[src/rtl/next_kbd_link.sv]
// NeXT keyboard/mouse serial link controller: round-robin device polling, LED frames, event FIFO.
// Optional NEXT_KBD_RX_MAJORITY_EN: 3-sample majority per RX bit and 4-cycle start qualification.
module next_kbd_link #(
  parameter int BIT_CLKS        = 265,
  parameter int NUM_DEV         = 2,
  parameter int FIFO_DEPTH      = 4,
  parameter int LED_W           = 2,
  parameter int GAP_BITS        = 3,
  parameter int RX_TIMEOUT_BITS = 16
) (
  input  logic               clk,
  input  logic               rst_n,
  input  logic               led_valid,
  input  logic [LED_W-1:0]   led_data,
  output logic               led_ready,
  output logic               evt_valid,
  input  logic               evt_ready,
  output logic [1:0]         evt_dev,
  output logic [15:0]        evt_data,
  output logic               fifo_overflow,
  output logic [NUM_DEV-1:0] dev_present,
  input  logic               from_kb,
  output logic               to_kb
);
  localparam int CW   = $clog2(BIT_CLKS + 1);
  localparam int TMO  = RX_TIMEOUT_BITS * BIT_CLKS;
  localparam int TW   = $clog2(TMO + 1);
  localparam int AW   = $clog2(FIFO_DEPTH);
  localparam int HALF = BIT_CLKS / 2;
  localparam logic [AW:0] DEPTH_P = (AW+1)'(FIFO_DEPTH);
  localparam logic [AW:0] PTR_ONE = (AW+1)'(1);
`ifdef NEXT_KBD_RX_MAJORITY_EN
  localparam int RX_CYC0 = 4;  // start qualified on its 4th low cycle, so the bit is already 4 cycles old
  localparam int SAMP    = HALF + 2;
`else
  localparam int RX_CYC0 = 1;
  localparam int SAMP    = HALF;
`endif

  typedef enum logic [2:0] {INIT_GAP, RESET_TX, GAP, LED_TX, POLL_TX, WAIT_RX, RX} state_t;
  state_t state, next;

  logic [CW-1:0] cyc;
  logic [4:0]    nbit;
  logic [TW-1:0] tmo;
  logic [20:0]   tx_sr, tx_frame;
  logic [17:0]   rx_sr;
  logic          s1, s2, rx_bit, start_qual;
  logic [1:0]    idx, idx_nxt;
  logic          led_pend;
  logic [7:0]    led_q;
  logic [17:0]   mem [FIFO_DEPTH];
  logic [AW:0]   wr, rd;
  logic          empty, full, pop, push, bit_end, samp, tx_state;

`ifdef NEXT_KBD_RX_MAJORITY_EN
  logic [2:0] lowcnt;
  logic       v0, v1;
  assign rx_bit     = (v0 & v1) | (v0 & s2) | (v1 & s2);
  assign start_qual = (lowcnt == 3'd3) && !s2;
`else
  logic s3;
  assign rx_bit     = s2;
  assign start_qual = s3 && !s2;
`endif

  assign bit_end   = cyc == CW'(BIT_CLKS - 1);
  assign samp      = (state == RX) && (cyc == CW'(SAMP));
  assign tx_state  = (state == RESET_TX) || (state == LED_TX) || (state == POLL_TX);
  assign idx_nxt   = (idx == 2'(NUM_DEV - 1)) ? 2'd0 : idx + 2'd1;
  assign empty     = wr == rd;
  assign full      = (wr - rd) == DEPTH_P;
  assign evt_valid = !empty;
  assign pop       = evt_valid && evt_ready;
  assign evt_dev   = empty ? 2'd0  : mem[rd[AW-1:0]][17:16];
  assign evt_data  = empty ? 16'd0 : mem[rd[AW-1:0]][15:0];
  assign led_ready = !led_pend;

  always_ff @(posedge clk) begin
    if (!rst_n) state <= INIT_GAP;
    else        state <= next;
  end

  always_comb begin
    next = state;
    push = 1'b0;
    case (state)
      INIT_GAP: if (bit_end && nbit == 5'(GAP_BITS - 1)) next = RESET_TX;
      RESET_TX: if (bit_end && nbit == 5'd20) next = GAP;
      GAP:      if (bit_end && nbit == 5'(GAP_BITS - 1)) next = led_pend ? LED_TX : POLL_TX;
      LED_TX:   if (bit_end && nbit == 5'd20) next = GAP;
      POLL_TX:  if (bit_end && nbit == 5'd8) next = WAIT_RX;
      WAIT_RX:  if (start_qual) next = RX;
                else if (tmo == TW'(TMO - 1)) next = GAP;
      RX:       if (samp) begin
                  if (nbit == 5'd0 && rx_bit) next = WAIT_RX;
                  else if (nbit == 5'd20) begin
                    next = GAP;
                    push = rx_sr[9:8] != 2'b11;  // fA==11 is an empty poll answer
                  end
                end
      default:  next = INIT_GAP;
    endcase
  end

  always_comb begin
    case (next)
      RESET_TX: tx_frame = {1'b0, 8'hFF, 2'b11, 8'h00, 2'b11};
      LED_TX:   tx_frame = {1'b0, 8'h01, 2'b00, led_q, 2'b01};
      default:  tx_frame = {1'b0, 6'b000100, idx, 12'h000};
    endcase
  end

  always_ff @(posedge clk) begin
    if (!rst_n) begin
      cyc <= '0; nbit <= '0; tmo <= '0;
      tx_sr <= '1; to_kb <= 1'b1; s1 <= 1'b1; s2 <= 1'b1; rx_sr <= '0;
      idx <= '0; dev_present <= '0; led_pend <= 1'b0; led_q <= '0;
      wr <= '0; rd <= '0; fifo_overflow <= 1'b0;
`ifdef NEXT_KBD_RX_MAJORITY_EN
      lowcnt <= '0; v0 <= 1'b1; v1 <= 1'b1;
`else
      s3 <= 1'b1;
`endif
    end else begin
      s1 <= from_kb;
      s2 <= s1;
`ifdef NEXT_KBD_RX_MAJORITY_EN
      if (s2) lowcnt <= '0;
      else if (lowcnt != 3'd4) lowcnt <= lowcnt + 3'd1;
      if (state == RX && cyc == CW'(HALF - 2)) v0 <= s2;
      if (state == RX && cyc == CW'(HALF))     v1 <= s2;
`else
      s3 <= s2;
`endif
      if (next != state) begin
        cyc  <= (next == RX) ? CW'(RX_CYC0) : '0;
        nbit <= '0;
      end else begin
        cyc <= bit_end ? '0 : cyc + CW'(1);
        if (state == RX ? samp : bit_end) nbit <= nbit + 5'd1;
      end
      // timeout restarts per query only; a rejected glitch keeps the elapsed time
      if (state == POLL_TX)      tmo <= '0;
      else if (state == WAIT_RX) tmo <= tmo + TW'(1);

      if (next != state && (next == RESET_TX || next == LED_TX || next == POLL_TX)) begin
        to_kb <= tx_frame[20];
        tx_sr <= {tx_frame[19:0], 1'b1};
      end else if (next != state) begin
        to_kb <= 1'b1;
      end else if (tx_state && bit_end) begin
        to_kb <= tx_sr[20];
        tx_sr <= {tx_sr[19:0], 1'b1};
      end

      if (samp && nbit >= 5'd1 && nbit <= 5'd18) rx_sr <= {rx_sr[16:0], rx_bit};

      if ((state == WAIT_RX || state == RX) && next == GAP) begin
        idx <= idx_nxt;
        for (int d = 0; d < NUM_DEV; d++)
          if (idx == 2'(d)) dev_present[d] <= (state == RX);
      end

      if (led_valid && !led_pend) begin
        led_pend <= 1'b1;
        led_q    <= 8'(led_data);
      end else if (state == LED_TX && next == GAP) begin
        led_pend <= 1'b0;
      end

      if (push && (!full || pop)) wr <= wr + PTR_ONE;
      if (push && full && !pop)   fifo_overflow <= 1'b1;
      if (pop) rd <= rd + PTR_ONE;
    end
  end

  always_ff @(posedge clk)
    if (rst_n && push && (!full || pop)) mem[wr[AW-1:0]] <= {idx, rx_sr[17:10], rx_sr[7:0]};

endmodule

[config.mk]
export PLATFORM = sky130hd
export DESIGN_NAME = next_kbd_link
export DESIGN_NICKNAME = d
export VERILOG_FILES = /design/src/rtl/next_kbd_link.sv
export SDC_FILE = /design/constraint.sdc
export NUM_CORES = 1
export LEC_CHECK = 0
export BUFFER_PORTS_ARGS = -buffer_cell sky130_fd_sc_hd__buf_2
export CORE_MARGIN = 1
export CORE_UTILIZATION = 30
export CTS_BUF_LIST = sky130_fd_sc_hd__clkbuf_8 sky130_fd_sc_hd__clkbuf_16
export DETAILED_ROUTE_END_ITERATION = 6
export GPL_ROUTABILITY_DRIVEN = 0
export PLACE_DENSITY = 0.53
export SLEW_MARGIN = 20
export SYNTH_ARGS = -nofsm -noshare
export SYNTH_HDL_FRONTEND = slang
export SYNTH_SLANG_ARGS = --single-unit
[constraint.sdc]
create_clock -name clk -period 3.4 [get_ports clk]
set_input_delay 0.85 -clock clk [delete_from_list [all_inputs] [get_ports clk]]
set_output_delay 0.85 -clock clk [all_outputs]
set_load 0.05 [all_outputs]
[After elaboration in Yosys (flattened, before gate mapping)]
Memory sizes are Yosys's and may differ from the RTL's. A register that Yosys moved wholly into a read port is not among the register bits.
Index checks and enable logic that the tools add are counted.
Widths: inputs -> output; s select.
Word-level totals
  bits in registers: 86
  memory bits (writable): 72
  input bits: 7
  output and inout bits: 24
  word-level logic and storage cells: 129
  memories: 1
Cells by class
  add/sub/neg operators: 7
  $lt $le $gt $ge: 2
  eq/ne operators: 23
  muxes and demuxes: 35
  bitwise operators: 1
  reduce and logical (&&, ||, !) cells: 42
Memory list
  mem: words 4, bits a word 18, read ports 1, clocked after memory_dff 1, write ports 1, line 52  | logic [17:0] mem [FIFO_DEPTH];
Operator list (count)
  $mux 21: 3
  $pmux 20 s2: 1
  $mux 3: 10
  $logic_and 1x1->1: 19
  $eq 3x3->1 const B: 6
  $mux 9: 2
  $pmux 3 s6: 1
  $mux 16: 1
  $add 13x1->13 const B: 1
  $eq 13x13->1 const B: 1
  $mux 1: 13
  $eq 3x2->1 const B: 4
  $add 9x1->9 const B: 1
  $eq 9x8->1 const B: 1
  $eq 9x9->1 const B: 1
  $mux 2: 4
  $add 3x1->3 const B: 2
  $eq 3x1->1 const B: 2
  $logic_or 1x1->1: 6
  $reduce_and 2->1: 3
  $reduce_or 2->1: 3
  $add 5x1->5 const B: 1
  $eq 5x2->1 const B: 1
  $eq 5x4->1 const B: 1
  17 further kinds: 22

[Depth between registers and ports, before layout]
  word-level depth: 11
  mapped depth: 12
  depth with buffers taken out: 9

[Least setup slack after synthesis]
OpenSTA, ideal clock, no wires.
  path kind: register -> output
  start: register with a tool-made name
  end: output port evt_data[10]
  arrival: 2.196 ns
  required time: 2.550 ns
  path slack: 0.354 ns
  cell stages (with the launch flop): 5
  buffers on the path: 2
  cell sequence: dfxtp_1 > clkbuf_1 > clkbuf_1 > mux4_2 > and2_1
RTL lines
  end: declaration: line 19  | output logic [15:0] evt_data,

[Final worst setup path]
  start: register wr[0]
  end: output port evt_data[5]
Between the ends
  longest elaborated chain between the ends: 2
RTL lines
  start: declaration: line 53  | logic [AW:0] wr, rd;
  start signal: assignment: line 172  | if (push && (!full || pop)) wr <= wr + PTR_ONE;
  $eq 3x3->1: line 71  | assign empty = wr == rd;
  $mux 16: line 76  | assign evt_data = empty ? 16'd0 : mem[rd[AW-1:0]][15:0];
Every way passes these cells.

==> key figures <==
Outcome
  • Status: completed

Clock tree
  • Post-CTS Hold Fix Bufs: 0
  • Post-CTS setup buffers: 0
  • Clock-pin slew on the worst setup and hold paths: approximately 0.060 ns
  • Resized cells post-CTS: 0
  • CTS buffer count: 17
  • CTS tree: done
  • Root Driver: clkbuf_16
  • Clk buf depth: 2
  • H-tree levels: 4
  • CTS Sinks: 160
  • Worst-skew pair later-pin latency: 0.42 ns

STA
  • Fmax achieved: 339 MHz
  • Clock Skew: a little under 0.008 ns
  • Worst Max-Slew Pin Slew: about 0.67 ns
  • Max Slew Vio Count: 0
  • RSZ-0062 raised after global routing: no
  • # setup viols final: 0
  • Final Critical Period: about 2.9 ns
  • Normalized max-slew margin: between 50% and 60%
  • Setup_tns: 0 ns
  • Final hold violations: 0
  • Final period utilization: 86.6%

Floorplanning
  • Initial Util: 30.9%
  • Die Height: about 150 um
  • I/O pin count: 31
  • Core area: 22000 sq um
  • Die X: between 150 and 200 um
  • FP Rows: 54
  • DIE AREA: 23300 sq um

Critical path
  • Setup crit end kind: output port
  • Required time worst endpoint: around 2.6 ns
  • Setup CP Type: reg -> out
  • CP Launch Type: flop
  • Worst Path Arrival: about 2.1 ns
  • CP max FO: 22

Power and ir drop
  • Sw Ratio: 20.7%
  • Clock power share: 48.5%
  • Leakage: around 3.0 nW
  • Flop pwr share: about half
  • P_sw: 0.000831 W
  • Comb power frac: 1.5%
  • Pwr Density: 510 nW/um^2
  • Peak VDD IR: 274 uV
  • Internal Power: roughly 0.0032 W

Logic synthesis
  • Largest family of logic cells by synthesized area: simple AND/OR/NAND/NOR gates
  • Synth Area in Simple Gates: between 10% and 20%
  • Net Count, Synth: 580
  • Yosys cell types: 60
  • Mean Syn Cell Area: about 12 sq um
  • Most used DFF post-synth: dfxtp_1
  • Register area share after synthesis: between 50% and 60%
  • Post-synthesis mux area share: under 10%
  • Synth Cell Area: between 6000 and 7000 sq um
  • Synth top area share: roughly a third
  • Xor and xnor fraction of the mapped netlist area: 3.74%
  • Mapped Cells: about 560
  • Asr flop ratio synth: 0%
  • EDFF count, synth: 72
  • Post-synthesis register bit count: 160
  • Synthesis warning total: 0
  • Adder-cell share of the synthesized area: roughly 2.6%
  • Yosys top cell by area: edfxtp_1
  • Compound-Gate Fraction of Synth Area: 7.10%
  • Area contributors post-synth: edfxtp_1, dfxtp_1, mux4_2

Place
  • Post-DP HPWL: between 8000 and 9000 um
  • Placed Cells: about 850
  • PortBufs: 30

Layout
  • Core Util, Final: between 30% and 40%
  • Antenna diode count: 0
  • Nets@finish: between 600 and 700
  • Layout cells sized above 1: between 15 and 20%
  • Layout area overhead: 15.8%
  • Final cell count without fillers: 884

Global route
  • Vias in the first global route: around 4300
  • Grt ovf: 0
  • Largest net degree at the start of global routing: 40
  • First-pass GRT wire length: between 20000 and 25000 um
  • GR Util All Layers: a little under an eighth
  • Initial antenna violation count: 0

Routing
  • Vias: between 4000 and 5000
  • Antenna Nets Post-Route: 0
  • Vias per std cell: approximately 4.8
  • TritonRoute pass-1 iters: 7
  • WL per Instance: around 15 um
  • Routed WL: 13000 um
  • Drt initial violations: between 300 and 400
  • DRC: 0

Min path
  • Hold WC Path Type: reg -> reg

Run
  • Max_cap viols: 0
[metal layers]
metal	wire, um	vias to the layer above	GRT usage [%]	part of all wire [%]
met5	0	-	0	0
met4	147	0	4.09	1.1
met3	517	15	3.53	4.0
met2	6280	92	20.0	48
met1	6030	2065	14.6	46
li1	-	2085	-	-
[state kept, by name, indices dropped and copies added (netlist names), 5 cells and up, named ones only]
| name | cells |
|---|---|
| cyc | 9 |
| tx_sr | 20 |
| rx_sr | 18 |
| nbit | 5 |
| mem | 72 |
| tmo | 13 |
[stage by stage]
step / hold slack (ns) / setup WS [ns] / area, sq um / total power (W)
floorplan: 0.386 / 0.354 / 6800 / 0.00209
global placement: 0.399 / 0.621 / 7250 / 0.00211
detailed placement: 0.409 / 0.565 / 7250 / 0.00211
CTS: 0.424 / 0.0900 / 7870 / 0.00407
global route: 0.428 / 0.246 / 7870 / 0.00415
finish: 0.422 / 0.454 / 7870 / 0.00401
[layout by cell type (no fill, tap or decap), types with 14 or more instances in the layout]
cell and instances:
mux2i_1 24, dfxtp_1 88, clkbuf_16 18, and2_1 31, xor2_1 17, nor2_1 35
edfxtp_1 72, mux4_2 18, nor2b_1 28, ha_1 14, nand2_1 47, inv_1 14
buf_2 30, nand3_1 16
[worst max-delay path, stage by stage (launching register included)]
cell     delay [ns]
dfxtp_1        0.37
inv_1          0.11
ha_1           0.33
nand3_2        0.35
and2_1         0.29
buf_2          0.21
[cells in the mapped netlist, types with 3 or more instances]
master,number
nand4b_1,3
nor2_1,35
a21oi_1,9
edfxtp_1,72
a2bb2oi_1,9
o211ai_1,12
and3_1,9
nand2_1,47
inv_1,13
dfxtp_1,88
o21ai_0,12
buf_2,3
clkbuf_1,20
ha_1,14
xor2_1,17
o21a_1,3
nand3_1,17
mux4_2,18
nand4_1,8
mux2i_1,24
nor3_1,5
xnor2_1,12
nor2b_1,28
and2_1,31
nand2b_1,5
[final cells by class]
cell class | count | area (sq um)
clock inverters | 13 | 153
multi-input cells | 360 | 2710
clock buffers | 19 | 464
inverters | 13 | 48.8
flip-flops and latches | 160 | 3920
well taps | 280 | 350
fillers | 2140 | 14200
repair buffers | 39 | 218
[cells by family after synthesis]
logic type	after synthesis
AO/OA/AOI/OAI	66
XOR/XNOR	29
adder cells (fa/ha/maj)	14
buffers and inverters	39
flip-flops	160
multiplexers	43
AND/OR/NAND/NOR	208
[power groups by stage]
stage / Combinational (W) / Clock [W] / Sequential [W]
floorplan: 0.0000456 / 0 / 0.00205
global placement: 0.0000592 / 0 / 0.00205
detailed placement: 0.0000611 / 0 / 0.00205
CTS: 0.0000616 / 0.00200 / 0.00201
global route: 0.0000683 / 0.00208 / 0.00201
finish: 0.0000606 / 0.00195 / 0.00201
[final timing paths]
check,endpoint,slack (ns),from,depth (start not counted)
max,evt_data[5],0.45,wr[0],5
min,rx_bit,0.42,s1,1
max reg2reg,mem[1][5],0.53,cyc[0],8
min reg2reg,rx_bit,0.42,s1,1
(Power assumes the default switching activity.)
